==> src/rtl/assign_station_multi_pkg.sv <==
// assign_station_multi_pkg: shared entry states, tag/packet field widths and swizzle codes.
package assign_station_multi_pkg;

    localparam int TAG_EXT_W = 4;
    localparam int DST_W     = 8;
    localparam int SWZ_W     = 2;
    localparam logic [SWZ_W-1:0] SWZ_ZERO = 2'd3;

    typedef enum logic [2:0] {
        ST_FREE,
        ST_WAIT,
        ST_READY,
        ST_EXEC,
        ST_DONE
    } entry_state_t;

    // Tag = {station id, entry index}; the index always occupies TAG_EXT_W bits.
    function automatic int tag_width(input int id_w);
        return id_w + TAG_EXT_W;
    endfunction

endpackage

==> src/rtl/assign_station_multi_entry.sv <==
// assign_station_entry: one station slot -- operand wait/capture (with lane swizzle) and
// the FREE/WAIT/READY/EXEC/DONE life cycle.
module assign_station_entry
    import assign_station_multi_pkg::*;
#(
    parameter int DATA_WIDTH = 32,
    parameter int LANES      = 3,
    parameter int TAG_W      = 8
) (
    input  logic                         clk,
    input  logic                         rst,
    input  logic                         i_load,
    input  logic                         i_src_ready,
    input  logic [TAG_W-1:0]             i_src_tag,
    input  logic [LANES*DATA_WIDTH-1:0]  i_value,
    input  logic [LANES*SWZ_W-1:0]       i_swizzle,
    input  logic [DST_W-1:0]             i_dst,
    input  logic [LANES-1:0]             i_we,
    input  logic                         i_commit_valid,
    input  logic [TAG_W-1:0]             i_commit_tag,
    input  logic [LANES*DATA_WIDTH-1:0]  i_commit_data,
    input  logic                         i_free,
    output entry_state_t                 o_state,
    output logic [DST_W-1:0]             o_dst,
    output logic [LANES-1:0]             o_we,
    output logic [LANES*DATA_WIDTH-1:0]  o_data
);

    entry_state_t                  r_state;
    logic [TAG_W-1:0]              r_tag;
    logic [LANES*SWZ_W-1:0]        r_swz;
    logic [DST_W-1:0]              r_dst;
    logic [LANES-1:0]              r_we;
    logic [LANES*DATA_WIDTH-1:0]   r_data;
    logic                          w_idle;
    logic                          w_hit_new;
    logic                          w_hit_old;
    logic [LANES*SWZ_W-1:0]        w_sel;
    logic [LANES*DATA_WIDTH-1:0]   w_raw;
    logic [LANES*DATA_WIDTH-1:0]   w_cap;

    assign w_idle    = r_state == ST_FREE;
    assign w_hit_new = i_commit_valid && i_commit_tag == i_src_tag;
    assign w_hit_old = i_commit_valid && i_commit_tag == r_tag;
    // While FREE the swizzle/operand come from the issue port, afterwards from the stored select and the bus.
    assign w_sel     = w_idle ? i_swizzle : r_swz;
    assign w_raw     = (w_idle && i_src_ready) ? i_value : i_commit_data;

    genvar k;
    for (k = 0; k < LANES; k++) begin : g_lane
        logic [SWZ_W-1:0] w_s;
        assign w_s = w_sel[k*SWZ_W +: SWZ_W];
        assign w_cap[k*DATA_WIDTH +: DATA_WIDTH] = (w_s == SWZ_ZERO || int'(w_s) >= LANES) ? '0
                                                 : w_raw[int'(w_s)*DATA_WIDTH +: DATA_WIDTH];
    end

    always_ff @(posedge clk or posedge rst) begin
        if (rst) begin
            r_state <= ST_FREE;
            r_tag   <= '0;
            r_swz   <= '0;
            r_dst   <= '0;
            r_we    <= '0;
            r_data  <= '0;
        end else begin
            case (r_state)
                ST_FREE: if (i_load) begin
                    r_tag   <= i_src_tag;
                    r_swz   <= i_swizzle;
                    r_dst   <= i_dst;
                    r_we    <= i_we;
                    r_data  <= w_cap;
                    r_state <= (i_src_ready || w_hit_new) ? ST_READY : ST_WAIT;
                end
                ST_WAIT: if (w_hit_old) begin
                    r_data  <= w_cap;
                    r_state <= ST_READY;
                end
                ST_READY: r_state <= ST_EXEC;
                ST_EXEC:  r_state <= ST_DONE;
                ST_DONE:  if (i_free) r_state <= ST_FREE;
                default:  r_state <= ST_FREE;
            endcase
        end
    end

    assign o_state = r_state;
    assign o_dst   = r_dst;
    assign o_we    = r_we;
    assign o_data  = r_data;

endmodule

==> src/rtl/assign_station_multi.sv <==
// assign_station_multi: multi-entry assign station with age-ordered commit arbitration.
// Optional ASSIGN_STATION_SWIZZLE_EN adds the iIssueSwizzle per-lane source select port.
module assign_station_multi
    import assign_station_multi_pkg::*;
#(
    parameter int DATA_WIDTH = 32,
    parameter int LANES      = 3,
    parameter int DEPTH      = 4,
    parameter int ID_WIDTH   = 4,
    parameter logic [ID_WIDTH-1:0] MY_ID = 4'b0010
) (
    input  logic                               Clock,
    input  logic                               Reset,
    input  logic                               iIssueValid,
    input  logic [DST_W-1:0]                   iIssueDst,
    input  logic [LANES-1:0]                   iIssueWE,
    input  logic                               iIssueSrcReady,
    input  logic [ID_WIDTH+TAG_EXT_W-1:0]      iIssueSrcTag,
    input  logic [LANES*DATA_WIDTH-1:0]        iIssueValue,
`ifdef ASSIGN_STATION_SWIZZLE_EN
    input  logic [LANES*SWZ_W-1:0]             iIssueSwizzle,
`endif
    input  logic                               iCommitValid,
    input  logic [ID_WIDTH+TAG_EXT_W-1:0]      iCommitTag,
    input  logic [LANES*DATA_WIDTH-1:0]        iCommitBusData,
    output logic                               oCommitRequest,
    input  logic                               iCommitGranted,
    output logic [ID_WIDTH+TAG_EXT_W-1:0]      oCommitId,
    output logic [DST_W-1:0]                   oCommitDst,
    output logic [LANES-1:0]                   oCommitWE,
    output logic [LANES*DATA_WIDTH-1:0]        oCommitData,
    output logic                               oBusy
);

    localparam int TW = tag_width(ID_WIDTH);
    localparam int W  = LANES * DATA_WIDTH;

    entry_state_t           w_state [DEPTH];
    logic [DST_W-1:0]       w_dst   [DEPTH];
    logic [LANES-1:0]       w_we    [DEPTH];
    logic [W-1:0]           w_data  [DEPTH];
    logic [DEPTH-1:0]       w_free;
    logic [DEPTH-1:0]       w_done;
    logic [DEPTH-1:0]       w_load;
    logic [DEPTH-1:0]       w_sel;
    logic [DEPTH-1:0]       w_gnt;
    logic [DEPTH-1:0]       w_free_nxt;
    logic [LANES*SWZ_W-1:0] w_swz;
    logic                   w_issue;
    logic [DEPTH-1:0]       r_older [DEPTH];
    logic                   r_busy;

`ifdef ASSIGN_STATION_SWIZZLE_EN
    assign w_swz = iIssueSwizzle;
`else
    genvar k;
    for (k = 0; k < LANES; k++) begin : g_ident
        assign w_swz[k*SWZ_W +: SWZ_W] = SWZ_W'(k);
    end
`endif

    assign w_issue = iIssueValid && !r_busy;

    always_comb begin
        w_load = '0;
        for (int i = 0; i < DEPTH; i++)
            if (w_free[i] && w_load == '0) w_load[i] = w_issue;
    end

    // r_older[j][i] set means entry j was issued before entry i; the oldest DONE has no older DONE peer.
    always_comb begin
        w_sel = '0;
        for (int i = 0; i < DEPTH; i++) begin
            w_sel[i] = w_done[i];
            for (int j = 0; j < DEPTH; j++)
                if (w_done[j] && r_older[j][i]) w_sel[i] = 1'b0;
        end
    end

    assign w_gnt      = w_sel & {DEPTH{iCommitGranted}};
    assign w_free_nxt = (w_free & ~w_load) | w_gnt;

    always_ff @(posedge Clock or posedge Reset) begin
        if (Reset) begin
            r_busy <= 1'b0;
            for (int i = 0; i < DEPTH; i++) r_older[i] <= '0;
        end else begin
            r_busy <= ~|w_free_nxt;
            for (int n = 0; n < DEPTH; n++) begin
                if (w_load[n]) begin
                    r_older[n] <= '0;
                    for (int j = 0; j < DEPTH; j++) r_older[j][n] <= (j != n);
                end
            end
        end
    end

    genvar e;
    for (e = 0; e < DEPTH; e++) begin : g_entry
        assign_station_entry #(
            .DATA_WIDTH(DATA_WIDTH),
            .LANES     (LANES),
            .TAG_W     (TW)
        ) u_entry (
            .clk           (Clock),
            .rst           (Reset),
            .i_load        (w_load[e]),
            .i_src_ready   (iIssueSrcReady),
            .i_src_tag     (iIssueSrcTag),
            .i_value       (iIssueValue),
            .i_swizzle     (w_swz),
            .i_dst         (iIssueDst),
            .i_we          (iIssueWE),
            .i_commit_valid(iCommitValid),
            .i_commit_tag  (iCommitTag),
            .i_commit_data (iCommitBusData),
            .i_free        (w_gnt[e]),
            .o_state       (w_state[e]),
            .o_dst         (w_dst[e]),
            .o_we          (w_we[e]),
            .o_data        (w_data[e])
        );
        assign w_free[e] = w_state[e] == ST_FREE;
        assign w_done[e] = w_state[e] == ST_DONE;
    end

    assign oCommitRequest = |w_done;
    assign oBusy          = r_busy;

    always_comb begin
        oCommitId   = '0;
        oCommitDst  = '0;
        oCommitWE   = '0;
        oCommitData = '0;
        for (int i = 0; i < DEPTH; i++) begin
            if (w_sel[i]) begin
                oCommitId   = {MY_ID, TAG_EXT_W'(i)};
                oCommitDst  = w_dst[i];
                oCommitWE   = w_we[i];
                oCommitData = w_data[i];
            end
        end
    end

endmodule
==> config.mk <==
export PLATFORM = sky130hd
export DESIGN_NAME = assign_station_multi
export DESIGN_NICKNAME = d
export VERILOG_FILES = /design/src/rtl/assign_station_multi_pkg.sv /design/src/rtl/assign_station_multi_entry.sv /design/src/rtl/assign_station_multi.sv
export SDC_FILE = /design/constraint.sdc
export NUM_CORES = 2
export LEC_CHECK = 0
export ABC_AREA = 1
export CELL_PAD_IN_SITES_DETAIL_PLACEMENT = 1
export CELL_PAD_IN_SITES_GLOBAL_PLACEMENT = 2
export CORE_MARGIN = 5
export CORE_UTILIZATION = 31
export DETAILED_ROUTE_END_ITERATION = 6
export GPL_ROUTABILITY_DRIVEN = 0
export PLACE_DENSITY = 0.81
export SYNTH_ARGS = -nofsm -noshare
export SYNTH_HDL_FRONTEND = slang
export SYNTH_SLANG_ARGS = --single-unit
==> constraint.sdc <==
create_clock -name Clock -period 22.5 [get_ports Clock]
set_input_delay 3.375 -clock Clock [delete_from_list [all_inputs] [get_ports Clock]]
set_output_delay 3.375 -clock Clock [all_outputs]
set_load 0.005 [all_outputs]
==> impl_metrics.tcl <==
set metrics [dict create \
    relSlewSlack_pct 8.01 \
    avgViaCountPerCell 5.30 \
    num_io_pins 342 \
    syn_inst 4805 \
    finalSetupViolations 0 \
    clock_sink_count 489 \
    r2r_slack_ns 18.15 \
    htreeDepth 3 \
    setup_tns_ns 0 \
    dp_slack_ns 14.59 \
    ys.flop_type "dfrtp_1" \
    fin_ws_ns 13.75 \
    fin_util_pct 37.6 \
    cts_root_buffer "clkbuf_16" \
    yosysUniqueCellTypes 35 \
    powerDensity_mw_per_mm2 161 \
    initial_core_util_pct 31.3 \
    final_nets 5147 \
    hold_class "reg -> reg" \
    final_area_mm2 0.0371 \
    finClkSkew_ns 0.0219 \
    critical_path_class "reg -> out" \
    grt_max_degree 161 \
    postCtsSetupBuffers 0 \
    drtAntennaViolNets 0 \
    worstSetupStartpointType "flip-flop" \
    critical_path_buf_inv_count 4 \
    grt_pass1_vias 34100 \
    worstMarginPinSlew_ns 1.38 \
    clock_latency_ns 0.64 \
    fin_crit_ns 8.75 \
    rsz0062_at_grt "false" \
    ir_worst_vdd_v 0.000136 \
    hpwl_um 93500 \
    synth-seq-area-share_pct 39.7 \
    core_area_mm2 0.0986 \
    arrival_ns 5.37 \
    cts_buffers 68 \
    yosys_register_bits 489 \
    die_w_um 325 \
    drive_gt1_share_pct 4.38 \
    clkTransAtPathRegs_ns 0.05 \
    end_kind "output port" \
    slowest_delay_ns 1.05 \
    syn_area_mm2 0.0308 \
    path_max_fanout 44 \
    path_cells "inv_1, nand2_1, nor2_2, o21ai_2, nor2_4, buf_4, buf_4, a21oi_1, a21oi_1, clkdlybuf4s50_1" \
    drt_iter0_markers 2120 \
    place_area_mm2 0.0348 \
    syn_to_final_growth_pct 20.2 \
    timing_hold_violations_final 0 \
    status "finished clean" \
    gr-total-overflow 0 \
    postSynthAreaPerCell_um2 6.42 \
    antenna_found_initial 20 \
    final_max_slew_viol_count 0 \
    port_buffers 336 \
    fin_crit_sh_pct 38.9 \
    num_rows 115 \
    synthArstFlopShare_pct 100 \
    critPathSlowestCell "nor2_4" \
    dr.pass1.iters 5 \
    drt_wl_total_um 149000 \
    synth_edf_count 0 \
    cp_data_required_time_ns 19.12 \
    yosysWarnings 0 \
    die_h_um 325 \
    wl_per_cell_um 23.7 \
    clockBufferDepth 3 \
    cts_tree "built" \
    cts-hold-fix-buffers 0 \
    cellLeakagePower_uw 0.0185 \
    grt_pass1_wl_um 222000 \
    ctsResizeCount 0 \
    grt_usage_pct 27.3 \
    path_delay_family "buffers and inverters" \
    fmax_mhz 114 \
    cap_violations 0 \
    die_area_mm2 0.106 \
    vias 33200 \
    drc 0 \
]
==> per-stage QoR <==
| stage | cells | hold WS [ns] | power, uW |
|---|---|---|---|
| 6_report | 6274 | 0.457 | 5960 |
| 4_1_cts | 6262 | 0.462 | 6000 |
| 3_3_place_gp | 6139 | 0.437 | 4780 |
| 2_1_floorplan | 4809 | 0.422 | 3520 |
| 5_1_grt | 6266 | 0.482 | 6400 |
| 3_5_place_dp | 6139 | 0.449 | 4840 |
==> synthesized netlist by cell type, types with 20 or more instances <==
library cell | count | area share [%]
nand3_1 | 278 | 4.5
buf_4 | 20 | 0.49
dfrtp_1 | 489 | 40
o21a_1 | 32 | 0.78
a21oi_1 | 289 | 4.7
inv_2 | 30 | 0.37
clkbuf_1 | 148 | 1.8
inv_1 | 388 | 4.7
o21ai_1 | 214 | 3.5
nor2_1 | 420 | 5.1
buf_1 | 32 | 0.39
o21ai_0 | 418 | 6.8
nand4_1 | 106 | 2.2
nand2_1 | 1751 | 21
buf_2 | 131 | 2.1
==> worst min-delay path: cells and delay by family, from the launching register on <==
family                 cells  cell delay [ns]
flip-flops                 1             0.32
AND/OR/NAND/NOR            1             0.06
buffers and inverters      1             0.05
==> kinds of logic after synthesis <==
family	after synthesis	share of synthesized area, %
compound gates	962	16.0
xor+xnor	6	0.170
buf+inv	760	10.2
flops	489	39.7
other cells	1	0.0122
simple gates	2587	34.0
==> state kept, by name, summed over array words and instances, names as in the netlist <==
name                     count
g_entry.u_entry.r_swz        4
oBusy                        1
g_entry.u_entry.o_dst       32
g_entry.u_entry.o_state     12
g_entry.u_entry.r_tag       32
g_entry.u_entry.o_data     384
g_entry.u_entry.o_we        12
r_older                     12
==> power by group <==
group	internal [uW]	switching (uW)	total (uW)
sequential	1340	252	1590
clock	674	446	1120
combinational	1050	2200	3240
==> area by class of cell <==
class	count	area, um^2
fill	12500	61500
multi-input combinational	3560	15600
sequential	489	12200
timing repair buffer	381	3740
clock buffer	107	2090
tap	1287	1610
inverter	422	1610
clock inverter	16	191
antenna	12	30.0
==> layout by cell type, fill, tap and decap left out, types with 3 or more instances in the layout <==
cell type        Yosys  routed
a21oi_1            289     289
buf_12               0       3
buf_4               20      42
bufinv_16            0       3
clkbuf_1           148      19
clkbuf_16            0      72
clkbuf_8             0      16
clkdlybuf4s50_1      0     336
clkinv_1             3       3
clkinv_2             1      13
clkinv_8             0       3
conb_1               1       5
dfrtp_1            489     489
diode_2              0      12
inv_1              388     386
inv_2               30      25
nand2_1           1751    1749
nand2_2              7       5
nand2_4              3       7
nand3_1            278     277
nand3_4              0       3
nand4_1            106     106
nor2_1             420     416
nor2_2               5       5
nor2_4               7      11
nor3_1               4       4
o211ai_1             4       4
o21a_1              32      32
o21ai_0            418     418
o21ai_1            214     214
xnor2_1              5       5
==> worst paths after layout <==
check | from | endpoint | cells past startpoint
max | g_entry[3].u_entry.o_state[1]$_DFFE_PP0P_ | oCommitData[15] | 10
min | g_entry[0].u_entry.r_swz[2]$_DFFE_PP0P_ | g_entry[0].u_entry.r_swz[2]$_DFFE_PP0P_ | 2
max reg2reg | g_entry[0].u_entry.o_state[2]$_DFFE_PP0P_ | g_entry[3].u_entry.o_data[49]$_DFFE_PP0P_ | 10
min reg2reg | g_entry[0].u_entry.r_swz[2]$_DFFE_PP0P_ | g_entry[0].u_entry.r_swz[2]$_DFFE_PP0P_ | 2
max in group asynchronous | Reset | g_entry[3].u_entry.o_data[43]$_DFFE_PP0P_ | 5
min in group asynchronous | Reset | g_entry[2].u_entry.r_tag[6]$_DFFE_PP0P_ | 2
==> per-layer routing <==
layer	wire (um)	global-route usage, %
met1	61600	33.5
met2	72100	47.5
met3	9170	5.60
met4	5690	9.78
met5	110	0
(Power assumes the default switching activity.)
